File: src/rtl/regstatus_snapshot_ctrl.sv
// Busy-vector checkpoint/restore sequencer for speculative branches.
// Optional commit-order check enabled by defining REGSNAP_ORDERCHK_EN.
module regstatus_snapshot_ctrl #(
  parameter int WIDTH     = 31,
  parameter int ROB       = 2,
  parameter int SLOTS     = 4,
  parameter int TAG       = 1,
  parameter int DRAIN_CYC = 2
) (
  input  logic           clk,
  input  logic           globalResetN,
  input  logic           takeSnap,
  input  logic [WIDTH:0] regStatusSnap,
  input  logic [ROB:0]   snapROB,
  output logic           snapReady,
  output logic [TAG:0]   snapTag,
  input  logic           commitBranch,
  input  logic [ROB:0]   commitROB,
  input  logic           commitMispredict,
  output logic [WIDTH:0] statusRestore,
  output logic           restoreValid,
  output logic           orderErr
);

  localparam int DW = $clog2(DRAIN_CYC + 1);

  localparam logic [TAG+1:0] CNT_ONE    = (TAG + 2)'(1);
  localparam logic [TAG+1:0] CNT_FULL   = (TAG + 2)'(SLOTS);
  localparam logic [TAG:0]   PTR_ONE    = (TAG + 1)'(1);
  localparam logic [DW-1:0]  DRAIN_LOAD = DW'(DRAIN_CYC);
  localparam logic [DW-1:0]  DRAIN_ONE  = DW'(1);

  typedef enum logic [1:0] {
    ST_RUN,
    ST_RESTORE,
    ST_DRAIN
  } state_t;

  state_t         state, state_nxt;
  logic [WIDTH:0] slot_vec [SLOTS];
  logic [ROB:0]   slot_rob [SLOTS];
  logic [TAG:0]   head, tail;
  logic [TAG+1:0] count;
  logic [DW-1:0]  drain_cnt;
  logic [WIDTH:0] restore_vec;

  logic in_run, alloc, hit, pop, flush;

  assign in_run    = (state == ST_RUN);
  assign snapReady = in_run && (count != CNT_FULL);
  assign snapTag   = tail;
  assign alloc     = takeSnap && snapReady;
  assign hit       = in_run && commitBranch && (count != '0) && (slot_rob[head] == commitROB);
  assign pop       = hit && !commitMispredict;
  assign flush     = hit && commitMispredict;

  assign statusRestore = restore_vec;
  assign restoreValid  = (state == ST_RESTORE);

  always_ff @(posedge clk or negedge globalResetN) begin
    if (!globalResetN) state <= ST_RUN;
    else               state <= state_nxt;
  end

  always_comb begin
    // NOTE: next state defaults to the current one so no path leaves it unassigned (no latch).
    state_nxt = state;
    unique case (state)
      ST_RUN:     if (flush) state_nxt = ST_RESTORE;
      ST_RESTORE: state_nxt = ST_DRAIN;
      ST_DRAIN:   if (drain_cnt == DRAIN_ONE) state_nxt = ST_RUN;
      default:    state_nxt = ST_RUN;
    endcase
  end

  // NOTE: slot storage has no reset; entries are only read once count says they are valid.
  always_ff @(posedge clk) begin
    if (alloc && !flush) begin
      slot_vec[tail] <= regStatusSnap;
      slot_rob[tail] <= snapROB;
    end
  end

  // NOTE: all sequential state uses non-blocking assignments so every update sees pre-edge values.
  always_ff @(posedge clk or negedge globalResetN) begin
    if (!globalResetN) begin
      head        <= '0;
      tail        <= '0;
      count       <= '0;
      drain_cnt   <= '0;
      restore_vec <= '0;
    end else begin
      if (flush) begin
        // A mispredict flushes every younger checkpoint, including a same-cycle allocate.
        head        <= '0;
        tail        <= '0;
        count       <= '0;
        restore_vec <= slot_vec[head];
      end else begin
        if (alloc) tail <= tail + PTR_ONE;
        if (pop)   head <= head + PTR_ONE;
        unique case ({alloc, pop})
          2'b10:   count <= count + CNT_ONE;
          2'b01:   count <= count - CNT_ONE;
          default: count <= count;
        endcase
      end

      if (state == ST_RESTORE)    drain_cnt <= DRAIN_LOAD;
      else if (state == ST_DRAIN) drain_cnt <= drain_cnt - DRAIN_ONE;
    end
  end

`ifdef REGSNAP_ORDERCHK_EN
  logic order_err;

  always_ff @(posedge clk or negedge globalResetN) begin
    if (!globalResetN)                        order_err <= 1'b0;
    else if (in_run && commitBranch && !hit)  order_err <= 1'b1;
  end

  assign orderErr = order_err;
`else
  assign orderErr = 1'b0;
`endif

endmodule

File: config.mk
export PLATFORM = sky130hd
export DESIGN_NAME = regstatus_snapshot_ctrl
export DESIGN_NICKNAME = d
export VERILOG_FILES = /design/src/rtl/regstatus_snapshot_ctrl.sv
export SDC_FILE = /design/constraint.sdc
export NUM_CORES = 1
export LEC_CHECK = 0
export CAP_MARGIN = 20
export CORE_MARGIN = 2
export CORE_UTILIZATION = 38
export DETAILED_ROUTE_END_ITERATION = 16
export PLACE_DENSITY = 0.65
export SLEW_MARGIN = 20
export SYNTH_ARGS = -nofsm -noshare
export SYNTH_HDL_FRONTEND = slang
export SYNTH_SLANG_ARGS = --single-unit
File: constraint.sdc
create_clock -name clk -period 3.97 [get_ports clk]
set_input_delay 0.5955 -clock clk [delete_from_list [all_inputs] [get_ports clk]]
set_output_delay 0.5955 -clock clk [all_outputs]
set_load 0.1 [all_outputs]
==> flow_summary.ini, run 1 <==
[floorplan]
io_pins = 80
initial_core_util_pct = 39.0
die_y_um = 140
dieArea_um2 = 19600
num_rows = 49
coreArea_um2 = 18000
die_x_um = 140

[drt]
wl_per_cell_um = 18.5
drt_wl_total_um = 12200
drtIter0Drc = 217
firstDrtPassIters = 4
drc = 0
ant_nets = 0
via_per_inst = 4.98
vias = 3285

[global_routing]
grt_pass1_vias = 3437
grt-ovfl-total = 0
grt_pass1_wl_um = 19100
grt.total_usage_pct = 13.1
antenna_found_initial = 0
grt_max_degree = 44

[power]
ir_drop_mv = 0.652
power_report.internal_total_uw = 4140
swShare_pct = 40.8
p_clk_share_pct = 21.8
p_per_area_nw_per_um2 = 813
p_leak_uw = 0.00302
power_uw = 6990
power_switching_uw = 2850
p_seq_share_pct = 38.1
combPwrFrac_pct = 40.1

[setup_path]
crit_slowest_cell = clkdlybuf4s50_1
cp_num_buf_inv = 2
worstPathCellList = inv_1 > ha_1 > a21boi_0 > clkdlybuf4s50_1
cp-end-kind = output port
reg2reg_from = head[1]
worstReg2RegEnd = slot_vec[0][1]
path_class = reg -> out
ff2ff_path_depth = 5
rrSetupSlack_ns = 0.89
path_max_fanout = 5
slowest_delay_ns = 1.15
cp.arrival_ns = 2.54
crit_family = buffers and inverters
critPathRequiredTime_ns = 3.37
cp-start-kind = register

[placed_design]
io_buffers = 78
place_area_um2 = 8050
gp_congestion = 0.708
dp_hpwl_um = 7810
place_ws_ns = 0.832

[clock_tree]
clock_latency_ns = 0.42
post-cts-setup-buffers = 0
ctsHoldBuffers = 0
cts_root_buffer = clkbuf_16
post_cts_resized = 0
clockBufferDepth = 2
h-tree-depth = 4
cts_sinks = 183
cts_tree = built
cts_buffers = 17
clk_pin_slew_ns = 0.07

[timing]
tightest_slew_ns = 0.980
finalSetupViolCount = 0
relSlewSlack_pct = 34.5
finalSetupTns_ns = 0
fmax_ghz = 0.319
fin_crit_ns = 3.14
hold_viol_final = 0
slew_violations = 0
finalClockSkew_ns = 0.00812
fin_crit_sh_pct = 79.0
setup_slack_ns = 0.834
rsz0062_at_grt = false

[synth]
syn_nets = 383
yosys.area.top_type = edfxtp_1
synth_enable_flop_cells = 140
ys_top_cells_by_area = edfxtp_1 (60%), dfrtp_1 (15%), mux4_2 (11%)
yosysMostFrequentCell = edfxtp_1
synthCells = 330
synth_top_area_share_pct = 59.9
ys_seq_elements = 183
synth.cell_area_um2 = 7020
synth_cell_type_count = 38
ys_seq_area_share_pct = 75.2
synthArstFlopShare_pct = 23.5
ys.flop_type = edfxtp_1
yosys_warnings = 0
avgSynthCellArea_um2 = 21.3
yosys-top-cells-count = edfxtp_1 (140), dfrtp_1 (43), mux4_2 (35), mux2_1 (26), ha_1 (9)

[layout]
nFillCells = 1518
final_area_um2 = 8590
drive_above_1_share_pct = 20.2
seqCellArea_um2 = 5280
nets = 471
diodes = 0
syn2layout_area_growth_pct = 22.3
multi_input_area_um2 = 1650

[run_status]
status = complete, no violations

[run]
cap_violations = 0

[worst_hold_path]
hp-class = in -> async
-- cell usage in the layout (no fill, tap or decap), drive strengths merged, types with 5 or more instances in the layout --
cell / netlist / final
a21oi: 5 / 5
buf: 8 / 6
clkbuf: 6 / 21
clkdlybuf4s50: 0 / 77
dfrtp: 43 / 43
edfxtp: 140 / 140
ha: 9 / 9
inv: 6 / 10
mux2: 35 / 35
mux4: 35 / 35
nand2: 7 / 7
o21ai: 5 / 5
-- per-stage QoR --
stage | cells | hold WS (ns) | util [%]
2_1_floorplan | 330 | 0.300 | -
3_3_place_gp | 628 | 0.480 | 44.7
3_5_place_dp | 628 | 0.480 | 44.7
4_1_cts | 660 | 0.395 | 47.6
5_1_grt | 660 | 0.221 | 47.7
6_report | 660 | 0.175 | 47.7
-- power groups by stage --
stage / combinational (uW) / clock [uW] / sequential, uW
floorplan: 954 / 0 / 3870
global placement: 2820 / 0 / 2690
detailed placement: 2830 / 0 / 2710
CTS: 2840 / 1560 / 2670
global route: 2930 / 1630 / 2710
finish: 2800 / 1520 / 2660
-- worst max path at each step --
stage / start / slack (ns) / endpoint / depth (start not counted)
final: state[0] / 0.83 / snapReady / 4
after CTS: state[0] / 0.82 / snapReady / 4
after global placement: head[1] / 0.84 / slot_vec[0][8] / 5
after floorplan: state[0] / 0.48 / snapReady / 3
after global routing: head[1] / 0.66 / slot_vec[0][15] / 5
after detailed placement: head[1] / 0.83 / slot_vec[0][16] / 5
-- worst register-to-register path, delay by kind of cell, from the launching register on --
kind | cells | cell delay, ns
multiplexers | 1 | 0.39
flip-flops | 1 | 0.67
XOR/XNOR | 1 | 0.17
AND/OR/NAND/NOR | 3 | 1.46
-- cell families after synthesis --
| family | count (synthesis) | share of synthesized area, % |
|---|---|---|
| compound gates | 16 | 1.44 |
| mux | 73 | 17.4 |
| buf+inv | 20 | 1.41 |
| simple gates | 21 | 1.68 |
| flops | 183 | 75.2 |
| fa+ha+maj | 10 | 1.89 |
| other cells | 1 | 0.0534 |
| xor+xnor | 6 | 0.962 |
-- layer usage --
layer	vias up	track usage [%]	part of all wire, %
met5	-	0	0
met4	0	4.11	1.3
met3	14	4.10	4.3
met2	69	21.7	51
met1	1701	16.6	44
li1	1501	-	-
-- final cells by class --
type | instances | share of cell area [%]
Tap cell | 229 | 3.34
Clock inverter | 11 | 1.09
Timing Repair Buffer | 83 | 9.50
Multi-Input combinational cell | 127 | 19.2
Inverter | 6 | 0.262
Clock buffer | 21 | 5.13
Sequential cell | 183 | 61.5
-- flip-flops by register name (all words and copies together) (netlist names) --
name	cells
snapTag	2
head	2
drain_cnt	2
state	2
slot_rob	12
slot_vec	128
statusRestore	32
count	3
No activity file was read; power rests on OpenSTA's default activity.
==> run 2: changes to the inputs <==
clock period = 2.9 ns   (was 3.97 ns; I/O delays follow)
==> flow_summary.ini, run 2 (synthesis gave the netlist of run 1 again) <==
[run_status]
status = complete, no violations

[timing]
slew_violations = 0
fin_crit_sh_pct = 92.9
rsz0062_at_grt = false
fmax_ghz = 0.371
finalClockSkew_ns = 0.00611
finalSetupViolCount = 0
whs_ns = 0.475
relSlewSlack_pct = 39.2
tightest_slew_ns = 0.912
finalSetupTns_ns = 0
fin_crit_ns = 2.69
hold_viol_final = 0

[layout]
syn2layout_area_growth_pct = 22.9
drive_above_1_share_pct = 29.1
nets = 477
post-route-util_pct = 47.9
largest_register = slot_vec
layoutNonFillerInstCount = 667
largest_reg_flops = 128
final_common_cell = edfxtp_1
final_cell_mix = edfxtp_1 (140), buf_4 (46), dfrtp_1 (41), clkdlybuf4s50_1 (41), mux4_2 (35)

[drt]
via_per_inst = 4.95
ant_nets = 0
vias = 3303
firstDrtPassIters = 4
drc = 0
drt_wl_total_um = 12800
wl_per_cell_um = 19.2
drtIter0Drc = 240

[setup_path]
cp.arrival_ns = 2.74
path_class = reg -> reg
worstPathCellList = mux4_2 > xnor2_1 > and4_1 > nand2_4 > and3_2
critPathRequiredTime_ns = 2.95
cp-start-kind = register
slowest_delay_ns = 0.82
cp-end-kind = register
crit_family = simple AND/OR/NAND/NOR gates
cp_num_buf_inv = 0
crit_slowest_cell = and3_2
path_max_fanout = 35

[worst_hold_path]
hp-class = in -> async

[global_routing]
grt-ovfl-total = 0
antenna_found_initial = 1
grt_pass1_vias = 3674
grt_max_degree = 36
grt.total_usage_pct = 14.1
grt_pass1_wl_um = 20600

[clock_tree]
cts_buffers = 17
cts_root_buffer = clkbuf_16
clk_pin_slew_ns = 0.07
clockBufferDepth = 2
cts_tree = built
clock_latency_ns = 0.42
h-tree-depth = 4
cts_sinks = 183

[floorplan]
coreArea_um2 = 18000
num_rows = 49
initial_core_util_pct = 39.0
io_pins = 80
die_x_um = 140
dieArea_um2 = 19600
die_y_um = 140

[run]
cap_violations = 0

[power]
p_leak_uw = 0.00314
ir_drop_mv = 0.655
p_per_area_nw_per_um2 = 1140

[placed_design]
dp_hpwl_um = 7820
gp_congestion = 0.700
io_buffers = 78
dp_cells = 633
[run 2: final cells by class]
type                    count  area, um^2
well taps                 229         287
multi-input cells         127        1660
repair buffers             89         771
fillers                  1540        9390
clock inverters            15         183
diodes                      1        2.50
flip-flops and latches    183        5280
clock buffers              17         425
inverters                   6        22.5
[run 2: stage by stage]
step           total power, uW  instance area, um^2  worst slack (ns)
3_3_place_gp              7460                 8000             0.135
3_5_place_dp              7520                 8000            0.0965
5_1_grt                  10200                 8630           0.00947
6_report                  9800                 8630             0.207
2_1_floorplan             6600                 7030            0.0977
4_1_cts                   9920                 8620            0.0592
[run 2: path summary, 6_finish.rpt]
path,from,cells after the start,slack [ns],endpoint
worst max-delay path,head[0],5,0.21,slot_vec[2][20]
worst min-delay path,globalResetN,2,0.48,statusRestore[28]
worst max register to register,head[0],5,0.21,slot_vec[2][20]
worst min register to register,statusRestore[25],1,0.49,statusRestore[25]
max in group asynchronous,globalResetN,3,1.61,head[0]
min in group clk,statusRestore[25],1,0.49,statusRestore[25]
[run 2: repair_timing]
action,4_1_cts,5_1_grt
hold buffers,1,0
endpoints found under the hold margin,14,0
setup endpoints to repair,0,69
setup buffers,0,0
resized for setup,0,3
[run 2: per-layer routing]
metal	routed length [um]	global-route usage, %
met5	0	0
met4	181	5.53
met3	531	3.76
met2	6380	22.7
met1	5730	18.4
[run 2: power breakdown]
part           switching (uW)  internal, uW
logic                    2670          1110
clock network             947          1430
registers                 269          3360
==> run 3: changes to the inputs <==
TNS_END_PERCENT = 30   (was default)
==> flow_summary.ini, run 3 (synthesis gave the netlist of run 1 again) <==
[floorplan]
initial_core_util_pct = 39.0
die_y_um = 140
num_rows = 49
io_pins = 80
dieArea_um2 = 19600
coreArea_um2 = 18000
die_x_um = 140

[setup_path]
path_max_fanout = 35
path_class = reg -> reg
rrSetupSlack_ns = 0.31
reg2reg_from = head[0]
cp-end-kind = register
ff2ff_path_depth = 6
cp.arrival_ns = 2.65
cp-start-kind = register
critPathRequiredTime_ns = 2.96
worstReg2RegEnd = slot_vec[2][12]

[layout]
final_area_um2 = 8640
final_common_cell = edfxtp_1
post-route-util_pct = 47.9
largest_register = slot_vec
final_cell_mix = edfxtp_1 (140), buf_4 (53), dfrtp_1 (41), clkdlybuf4s50_1 (41), mux4_2 (35)
largest_reg_flops = 128
syn2layout_area_growth_pct = 23.0
nets = 483
nFillCells = 1527
layoutNonFillerInstCount = 672
diodes = 0
drive_above_1_share_pct = 31.2

[timing]
fmax_ghz = 0.386
slew_violations = 0
fin_crit_sh_pct = 89.4
rsz0062_at_grt = false
finalSetupTns_ns = 0
finalSetupViolCount = 0
hold_viol_final = 0
finalClockSkew_ns = 0.0122
relSlewSlack_pct = 36.5
fin_crit_ns = 2.59
tightest_slew_ns = 0.953

[clock_tree]
ctsHoldBuffers = 0
post-cts-setup-buffers = 0
cts_tree = built
post_cts_resized = 0
h-tree-depth = 4
clockBufferDepth = 2
cts_sinks = 183
cts_root_buffer = clkbuf_16
cts_buffers = 17
clk_pin_slew_ns = 0.07
clock_latency_ns = 0.43

[drt]
drc = 0
drt_wl_total_um = 13200
via_per_inst = 5.02
ant_nets = 0
firstDrtPassIters = 4
vias = 3371
wl_per_cell_um = 19.6
drtIter0Drc = 154

[global_routing]
grt-ovfl-total = 0
grt_pass1_vias = 3680
antenna_found_initial = 0
grt_max_degree = 37
grt.total_usage_pct = 14.1
grt_pass1_wl_um = 20700

[power]
power_report.internal_total_uw = 5710
combPwrFrac_pct = 39.2
p_seq_share_pct = 37.4
p_clk_share_pct = 23.4
power_uw = 9730
ir_drop_mv = 0.735
p_leak_uw = 0.00317
power_switching_uw = 4030
swShare_pct = 41.4
p_per_area_nw_per_um2 = 1130

[placed_design]
gp_congestion = 0.732
io_buffers = 78
dp_hpwl_um = 8270
dp_cells = 640
place_area_um2 = 8050

[run_status]
status = complete, no violations

[worst_hold_path]
hp-class = in -> async

[run]
cap_violations = 0
[run 3: cell types whose count changed in the layout (fill, tap and decap cells not counted), sizes merged]
| cell | change |
|---|---|
| buf | +7 |
| bufinv | -3 |
| clkinv | -2 |
| clkinvlp | -1 |
| diode | -1 |
| dlygate4sd3 | -1 |
| inv | +6 |
[run 3: through the flow]
stage / setup WS, ns / hold slack [ns]
after floorplan: -0.268 / 0.139
after global placement: 0.309 / 0.475
after detailed placement: 0.284 / 0.483
after CTS: 0.265 / 0.187
after global routing: 0.162 / 0.213
final: 0.308 / 0.161
[run 3: area by class of cell]
| class | instances | area, um^2 | area share [%] |
|---|---|---|---|
| timing repair buffer | 95 | 813 | 9.42 |
| multi-input combinational | 127 | 1650 | 19.1 |
| sequential | 183 | 5280 | 61.2 |
| clock inverter | 15 | 159 | 1.84 |
| tap | 229 | 287 | 3.32 |
| clock buffer | 17 | 425 | 4.93 |
| inverter | 6 | 22.5 | 0.261 |
[run 3: how the worst max path moves through the flow]
stage	start	slack, ns	to
final	head[0]	0.31	slot_vec[2][12]
after global routing	head[0]	0.16	count[1]
after CTS	head[0]	0.27	slot_vec[2][0]
after detailed placement	head[0]	0.28	slot_vec[2][9]
after global placement	head[0]	0.31	slot_vec[2][20]
after floorplan	head[0]	-0.27	slot_rob[1][0]
[run 3: power by group through the flow]
stage	Sequential (uW)	Combinational, uW	Clock, uW
2_1_floorplan	5290	1310	0
3_3_place_gp	3670	3810	0
3_5_place_dp	3700	3870	0
4_1_cts	3650	3870	2330
5_1_grt	3700	4000	2440
6_report	3640	3820	2280
[run 3: metal layers]
layer / global-route usage (%) / part of all wire (%) / wire length [um] / up-vias
met3: 4.79 / 4.2 / 558 / 7
met4: 3.53 / 0.70 / 92 / 0
met5: 0 / 0 / 0 / -
li1: - / - / - / 1515
met2: 23.2 / 50 / 6600 / 67
met1: 18.2 / 45 / 5920 / 1782
[run 3: critical path, stage by stage, from the launching register on]
cell	delay [ns]
dfrtp_2	0.44
mux4_2	0.53
xnor2_1	0.17
and4_1	0.26
nand2_4	0.16
and3_2	0.19
buf_4	0.46
